### src/rtl/id_ex_operand_stage.sv
// rtl/id_ex_operand_stage.sv - ID/EX pipeline register with operand forwarding for the EX-stage ALU
//
// Purpose: captures decoded operands/control from ID, resolves RAW hazards by
// forwarding EX/MEM and MEM/WB results onto alu_a/alu_b/ex_store_data, and
// supports stall (hold) and flush (bubble insertion).
// Optional feature macro: EX_FORWARD_EN (forwarding + stall refresh). When it
// is undefined, the stored register values are used directly and fwd_a/fwd_b read 0.
//
// Ports:
//   clk, rst                        clock, synchronous active-high reset
//   id_*                            decoded instruction fields from ID
//   stall, flush                    hold / bubble controls (flush beats stall)
//   exm_reg_write/exm_dest/exm_result   EX/MEM writeback candidate
//   wb_reg_write/wb_dest/wb_result      MEM/WB writeback candidate
//   ex_valid, ex_dest, ex_reg_write     stored control toward EX
//   alu_a, alu_b, alu_sel               ALU operands and op
//   ex_store_data                       forwarded rt value
//   fwd_a, fwd_b                        selected source: 0 reg, 1 MEM/WB, 2 EX/MEM

`ifndef ALU_SEL_ADD
`define ALU_SEL_ADD 2'd0
`endif
`ifndef ALU_SEL_SUB
`define ALU_SEL_SUB 2'd1
`endif
`ifndef ALU_SEL_AND
`define ALU_SEL_AND 2'd2
`endif
`ifndef ALU_SEL_OR
`define ALU_SEL_OR 2'd3
`endif

module id_ex_operand_stage #(
  parameter int DW = 32,  // the ALU is fixed at 32 bits
  parameter int RW = 5
) (
  input  logic          clk,
  input  logic          rst,
  input  logic          id_valid,
  input  logic [RW-1:0] id_rs,
  input  logic [RW-1:0] id_rt,
  input  logic [DW-1:0] id_rs_val,
  input  logic [DW-1:0] id_rt_val,
  input  logic [DW-1:0] id_imm,
  input  logic          id_alu_src,
  input  logic [1:0]    id_alu_sel,
  input  logic [RW-1:0] id_dest,
  input  logic          id_reg_write,
  input  logic          stall,
  input  logic          flush,
  input  logic          exm_reg_write,
  input  logic [RW-1:0] exm_dest,
  input  logic [DW-1:0] exm_result,
  input  logic          wb_reg_write,
  input  logic [RW-1:0] wb_dest,
  input  logic [DW-1:0] wb_result,
  output logic          ex_valid,
  output logic [DW-1:0] alu_a,
  output logic [DW-1:0] alu_b,
  output logic [1:0]    alu_sel,
  output logic [DW-1:0] ex_store_data,
  output logic [RW-1:0] ex_dest,
  output logic          ex_reg_write,
  output logic [1:0]    fwd_a,
  output logic [1:0]    fwd_b
);

  logic          s_valid;
  logic [RW-1:0] s_rs;
  logic [RW-1:0] s_rt;
  logic [DW-1:0] s_rs_val;
  logic [DW-1:0] s_rt_val;
  logic [DW-1:0] s_imm;
  logic          s_alu_src;
  logic [1:0]    s_alu_sel;
  logic [RW-1:0] s_dest;
  logic          s_reg_write;

  logic [DW-1:0] op_a;
  logic [DW-1:0] op_b;

  // Flush loads the same image as reset: a bubble with zeroed indices and data.
  always_ff @(posedge clk) begin
    if (rst || flush) begin
      s_valid     <= 1'b0;
      s_rs        <= '0;
      s_rt        <= '0;
      s_rs_val    <= '0;
      s_rt_val    <= '0;
      s_imm       <= '0;
      s_alu_src   <= 1'b0;
      s_alu_sel   <= `ALU_SEL_ADD;
      s_dest      <= '0;
      s_reg_write <= 1'b0;
    end else if (stall) begin
`ifdef EX_FORWARD_EN
      // Refresh: a producer that retires during the stall would otherwise
      // vanish from the bypass network before EX consumes the operand.
      s_rs_val <= op_a;
      s_rt_val <= op_b;
`endif
    end else begin
      s_valid     <= id_valid;
      s_rs        <= id_rs;
      s_rt        <= id_rt;
      s_rs_val    <= id_rs_val;
      s_rt_val    <= id_rt_val;
      s_imm       <= id_imm;
      s_alu_src   <= id_alu_src;
      s_alu_sel   <= id_alu_sel;
      s_dest      <= id_dest;
      s_reg_write <= id_reg_write;
    end
  end

`ifdef EX_FORWARD_EN
  // EX/MEM is younger than MEM/WB, so it wins; r0 is never bypassed.
  always_comb begin
    fwd_a = 2'd0;
    op_a  = s_rs_val;
    if (exm_reg_write && (exm_dest != '0) && (exm_dest == s_rs)) begin
      fwd_a = 2'd2;
      op_a  = exm_result;
    end else if (wb_reg_write && (wb_dest != '0) && (wb_dest == s_rs)) begin
      fwd_a = 2'd1;
      op_a  = wb_result;
    end
  end

  always_comb begin
    fwd_b = 2'd0;
    op_b  = s_rt_val;
    if (exm_reg_write && (exm_dest != '0) && (exm_dest == s_rt)) begin
      fwd_b = 2'd2;
      op_b  = exm_result;
    end else if (wb_reg_write && (wb_dest != '0) && (wb_dest == s_rt)) begin
      fwd_b = 2'd1;
      op_b  = wb_result;
    end
  end
`else
  logic unused_fwd_inputs;

  assign fwd_a = 2'd0;
  assign fwd_b = 2'd0;
  assign op_a  = s_rs_val;
  assign op_b  = s_rt_val;
  assign unused_fwd_inputs = ^{exm_reg_write, exm_dest, exm_result,
                               wb_reg_write, wb_dest, wb_result, s_rs, s_rt};
`endif

  assign ex_valid      = s_valid;
  assign alu_a         = op_a;
  assign alu_b         = s_alu_src ? s_imm : op_b;
  assign alu_sel       = s_alu_sel;
  assign ex_store_data = op_b;
  assign ex_dest       = s_dest;
  assign ex_reg_write  = s_reg_write & s_valid;

endmodule

### config.mk
export PLATFORM = sky130hd
export DESIGN_NAME = id_ex_operand_stage
export DESIGN_NICKNAME = d
export VERILOG_FILES = /design/src/rtl/id_ex_operand_stage.sv
export SDC_FILE = /design/constraint.sdc
export NUM_CORES = 1
export LEC_CHECK = 0
export ABC_AREA = 1
export CORE_MARGIN = 8
export CORE_UTILIZATION = 39
export DETAILED_ROUTE_END_ITERATION = 8
export PLACE_DENSITY = 0.9
export SYNTH_ARGS = -nofsm -noshare
export SYNTH_HDL_FRONTEND = slang
export SYNTH_SLANG_ARGS = --single-unit
### constraint.sdc
create_clock -name clk -period 2.9 [get_ports clk]
set_clock_uncertainty 0.1 [all_clocks]
set_input_delay 0.58 -clock clk [delete_from_list [all_inputs] [get_ports clk]]
set_output_delay 0.58 -clock clk [all_outputs]
set_load 0.005 [all_outputs]
# Word-level counts from Yosys, hierarchy flattened

Index checks and enable logic that the tools add are counted.

Muxes and demuxes: 1
Reductions and logical operators: 1
Bitwise gates (word level): 1

Operators by type and width:

| kind               | number |
|---|---|
| 32-bit two-way mux | 1 |
| 1-bit bitwise AND  | 1 |
| 1-bit logical OR   | 1 |

Register bits: 106
Bits of input ports: 196
Word-level logic and storage cells: 11
Output and inout bits: 109

# Longest topological paths before layout

Depth in word-level cells: 1
Mapped depth: 6
Gate-level depth less buffers: 4

# Worst setup path before layout

No wires, ideal clock.

Path type: flip-flop to output port
From: register s_alu_src
To: output port alu_b[29]
Slack: 1.388 ns
Buffers on the path: 2
Data arrival time: 0.832 ns
Stages on the path, launching flop included: 5
Cells stage by stage: dfxtp_1 > buf_2 > clkbuf_1 > nand2_1 > o21ai_0

Cells in the longest elaborated chain, start to end: 1

RTL lines:

| element                | line | text |
|---|---|---|
| start, declared        | 74   | `logic s_alu_src;` |
| start signal, assigned | 109  | `s_alu_src <= id_alu_src;` |
| 32-bit two-way mux     | 154  | `assign alu_b = s_alu_src ? s_imm : op_b;` |
| end, declared          | 59   | `output logic [DW-1:0] alu_b,` |

Every way passes these cells.

# Worst setup path after layout

From: register s_alu_src
To: output port alu_b[7]

The elaborated chain is that of the path after synthesis.

==> out/results.txt <==
Status - finished clean
CP Capture Type - output pin
Slew HR - 64.61%
Share of cells above drive strength 1 - 2.436%
Total track usage - 17.12%
Post-DP HPWL - 9890 um
Largest net degree at the start of global routing - 67
Clock transition at path regs - 0.07 ns
Hold_buf cts - 0
Synth Instances - 750
Post-synthesis register bit count - 106
Pwr dens - 452.4 nW/um^2
Crit path kind - register to output pin
Die X-Extent - 125.3 um
Routed len/inst - 12.30 um
CP delay by family, top - buffers and inverters
Least-Margin Pin Slew - 0.5309 ns
Slew Limit Fails - 0
Placed Area - 6844 um^2
Final instance area - 7109 um^2
Yosys top cell by area - dfxtp_1
Placer Congestion - 0.7564
RSZ-0062 raised after global routing - no
Syn. warnings - 0
# diodes - 0
R2r endpoint - s_alu_src$_SDFFE_PP0N_
Reg-to-Reg Start - s_alu_src$_SDFFE_PP0N_
Max incr delay on CP - 0.66 ns
CP cell instances - buf_12 > nand2_1 > o21ai_0 > clkdlybuf4s50_1
Post-CTS setup buffer count - 0
CTS tree - yes
Share of synthesized registers carrying an async set or reset - 0%
Cts repair resizes - 0
Crit path DAT - 1.99 ns
CP required - 2.22 ns
Hold path depth - 4
Port bufs - 214
Register area share after synthesis - 45.53%
Die Ht - 125.3 um
Initial antenna violation count - 0
Die area - 15710 um^2
Lkg Pwr - 3.120 nW
Vias - 4673
First-pass GRT wire length - 21940 um
Sink Count - 106
Syn Area/Cell - 6.214 um^2
Std cell rows - 40
EDFF count, synth - 0
Share of Yosys cell area claimed by the top area cell type - 45.53%
Reg2reg setup slack - 1.80 ns
Area Growth Syn to Fin - 52.54%
Vias in the first global route - 4459
Max VDD drop - 0.2955 mV
Starting Density - 39.29%
Syn Std Cell Area - 4661 um^2
Sum of buffers and inverters on the critical path - 2
Area occupied by registers - 2123 um^2
Count leader, synth - nand2_1
CTS Root Cell - clkbuf_16
Min Tclk post-route - 2.668 ns
Synth unique cells - 11
Vias/cell - 4.283
Finish-stage setup viols - 0
Layout fillers - 1080
Tightest Hold Check Type - register to register
CTS Buffer Depth - 2
Total power - 3.216 mW
Slowest cell on crit path - dfxtp_2
Critical Path Source Type - register
Worst hold endpoint - s_imm[27]$_SDFFE_PP0N_
Final count of hold timing violations - 0
I/O pin total - 305
1st-iter DRT viols - 180
Worst-path maximum fanout - 38
Global route overflow - 0
Post-Route WL - 13420 um
Nets - 1135
H-Tree Depth - 3
Core ar. - 11860 um^2
Fin crit share - 91.99%
Multi-input gate area - 1902 um^2
Max-Cap Viols - 0
Fmax - 0.3749 GHz
Final design utilization - 59.94%
Final ANT Viol Nets - 0
Residual DRC - 0
Main synth FF type - dfxtp_1
Top post-synthesis cells by area - dfxtp_1 (46%), nand2_1 (20%), nor2_1 (17%), inv_1 (8.6%), o21ai_0 (3.4%)
Clk_lat worst skew - 0.33 ns
CTS Buf Count - 9
Hold Startpoint - s_imm[27]$_SDFFE_PP0N_
Top cells by count, synth - nand2_1 (245), nor2_1 (212), inv_1 (107)
Sum of negative setup slack - 0 ns
Worst reg-to-reg path cell count - 4
DRT Pass-1 Iters - 4
==> where the power goes <==
group	internal (mW)	switching, mW	total, mW
Combinational	0.316	0.227	0.544
Clock	0.603	0.516	1.12
Sequential	1.52	0.0343	1.55
==> worst min-delay path, stage by stage, from the launching register on <==
cell     delay [ns]
dfxtp_1        0.31
inv_1          0.04
nand2_1        0.04
nand2_1        0.05
nor2_1         0.03
==> flip-flops by register name, indices dropped and copies added (netlist names) <==
signal         count
alu_sel            2
s_alu_src          1
ex_valid           1
alu_a             32
ex_store_data     32
ex_dest            5
s_imm             32
s_reg_write        1
==> cell type report <==
| class | instances | share of cell area [%] |
|---|---|---|
| timing repair buffer | 221 | 31.41 |
| sequential | 106 | 29.87 |
| multi-input combinational | 494 | 26.75 |
| inverter | 107 | 5.649 |
| clock buffer | 13 | 3.520 |
| tap | 147 | 2.587 |
| clock inverter | 3 | 0.2112 |
==> layout by cell type, fill, tap and decap left out <==
| master | instances |
|---|---|
| clkbuf_1 | 3 |
| clkbuf_8 | 1 |
| buf_6 | 1 |
| clkbuf_16 | 9 |
| nor2_4 | 1 |
| clkinv_2 | 3 |
| buf_12 | 3 |
| o21ai_0 | 32 |
| inv_1 | 107 |
| dfxtp_1 | 105 |
| nand2_1 | 245 |
| buf_4 | 4 |
| conb_1 | 4 |
| dfxtp_2 | 1 |
| nor2_1 | 212 |
| clkdlybuf4s50_1 | 213 |
==> cell families after synthesis <==
kind of cell	share of synthesized area, %
AND/OR/NAND/NOR	37.05
buffers and inverters	13.91
flip-flops	45.53
AO/OA/AOI/OAI	3.436
other	0.08046
==> worst max path at each step <==
stage / to / slack, ns / start / cells after the start
after detailed placement: alu_b[7] / 0.56 / s_alu_src$_SDFFE_PP0N_ / 4
after global routing: alu_b[7] / 0.09 / s_alu_src$_SDFFE_PP0N_ / 4
final: alu_b[7] / 0.23 / s_alu_src$_SDFFE_PP0N_ / 4
after global placement: alu_b[0] / 0.60 / s_alu_src$_SDFFE_PP0N_ / 4
after floorplan: alu_b[29] / 1.39 / s_alu_src$_SDFFE_PP0N_ / 4
after CTS: alu_b[7] / 0.18 / s_alu_src$_SDFFE_PP0N_ / 4
==> layer usage <==
| layer | track usage, % | vias to the layer above | wire (um) |
|---|---|---|---|
| li1 | - | 2511 | - |
| met1 | 18.04 | 1999 | 5388 |
| met2 | 29.05 | 145 | 6419 |
| met3 | 8.287 | 18 | 1361 |
| met4 | 6.447 | 0 | 248 |
| met5 | 0 | - | 0 |
==> metrics by stage <==
stage                     worst slack [ns]  cells  hold slack, ns
after detailed placement            0.5596   1075          0.3955
final                               0.2324   1091          0.4055
after floorplan                      1.388    753          0.3844
after CTS                           0.1822   1091          0.4076
after global placement              0.5985   1075          0.3903
after global routing               0.09252   1091          0.4218
No activity file was read; power rests on OpenSTA's default activity.
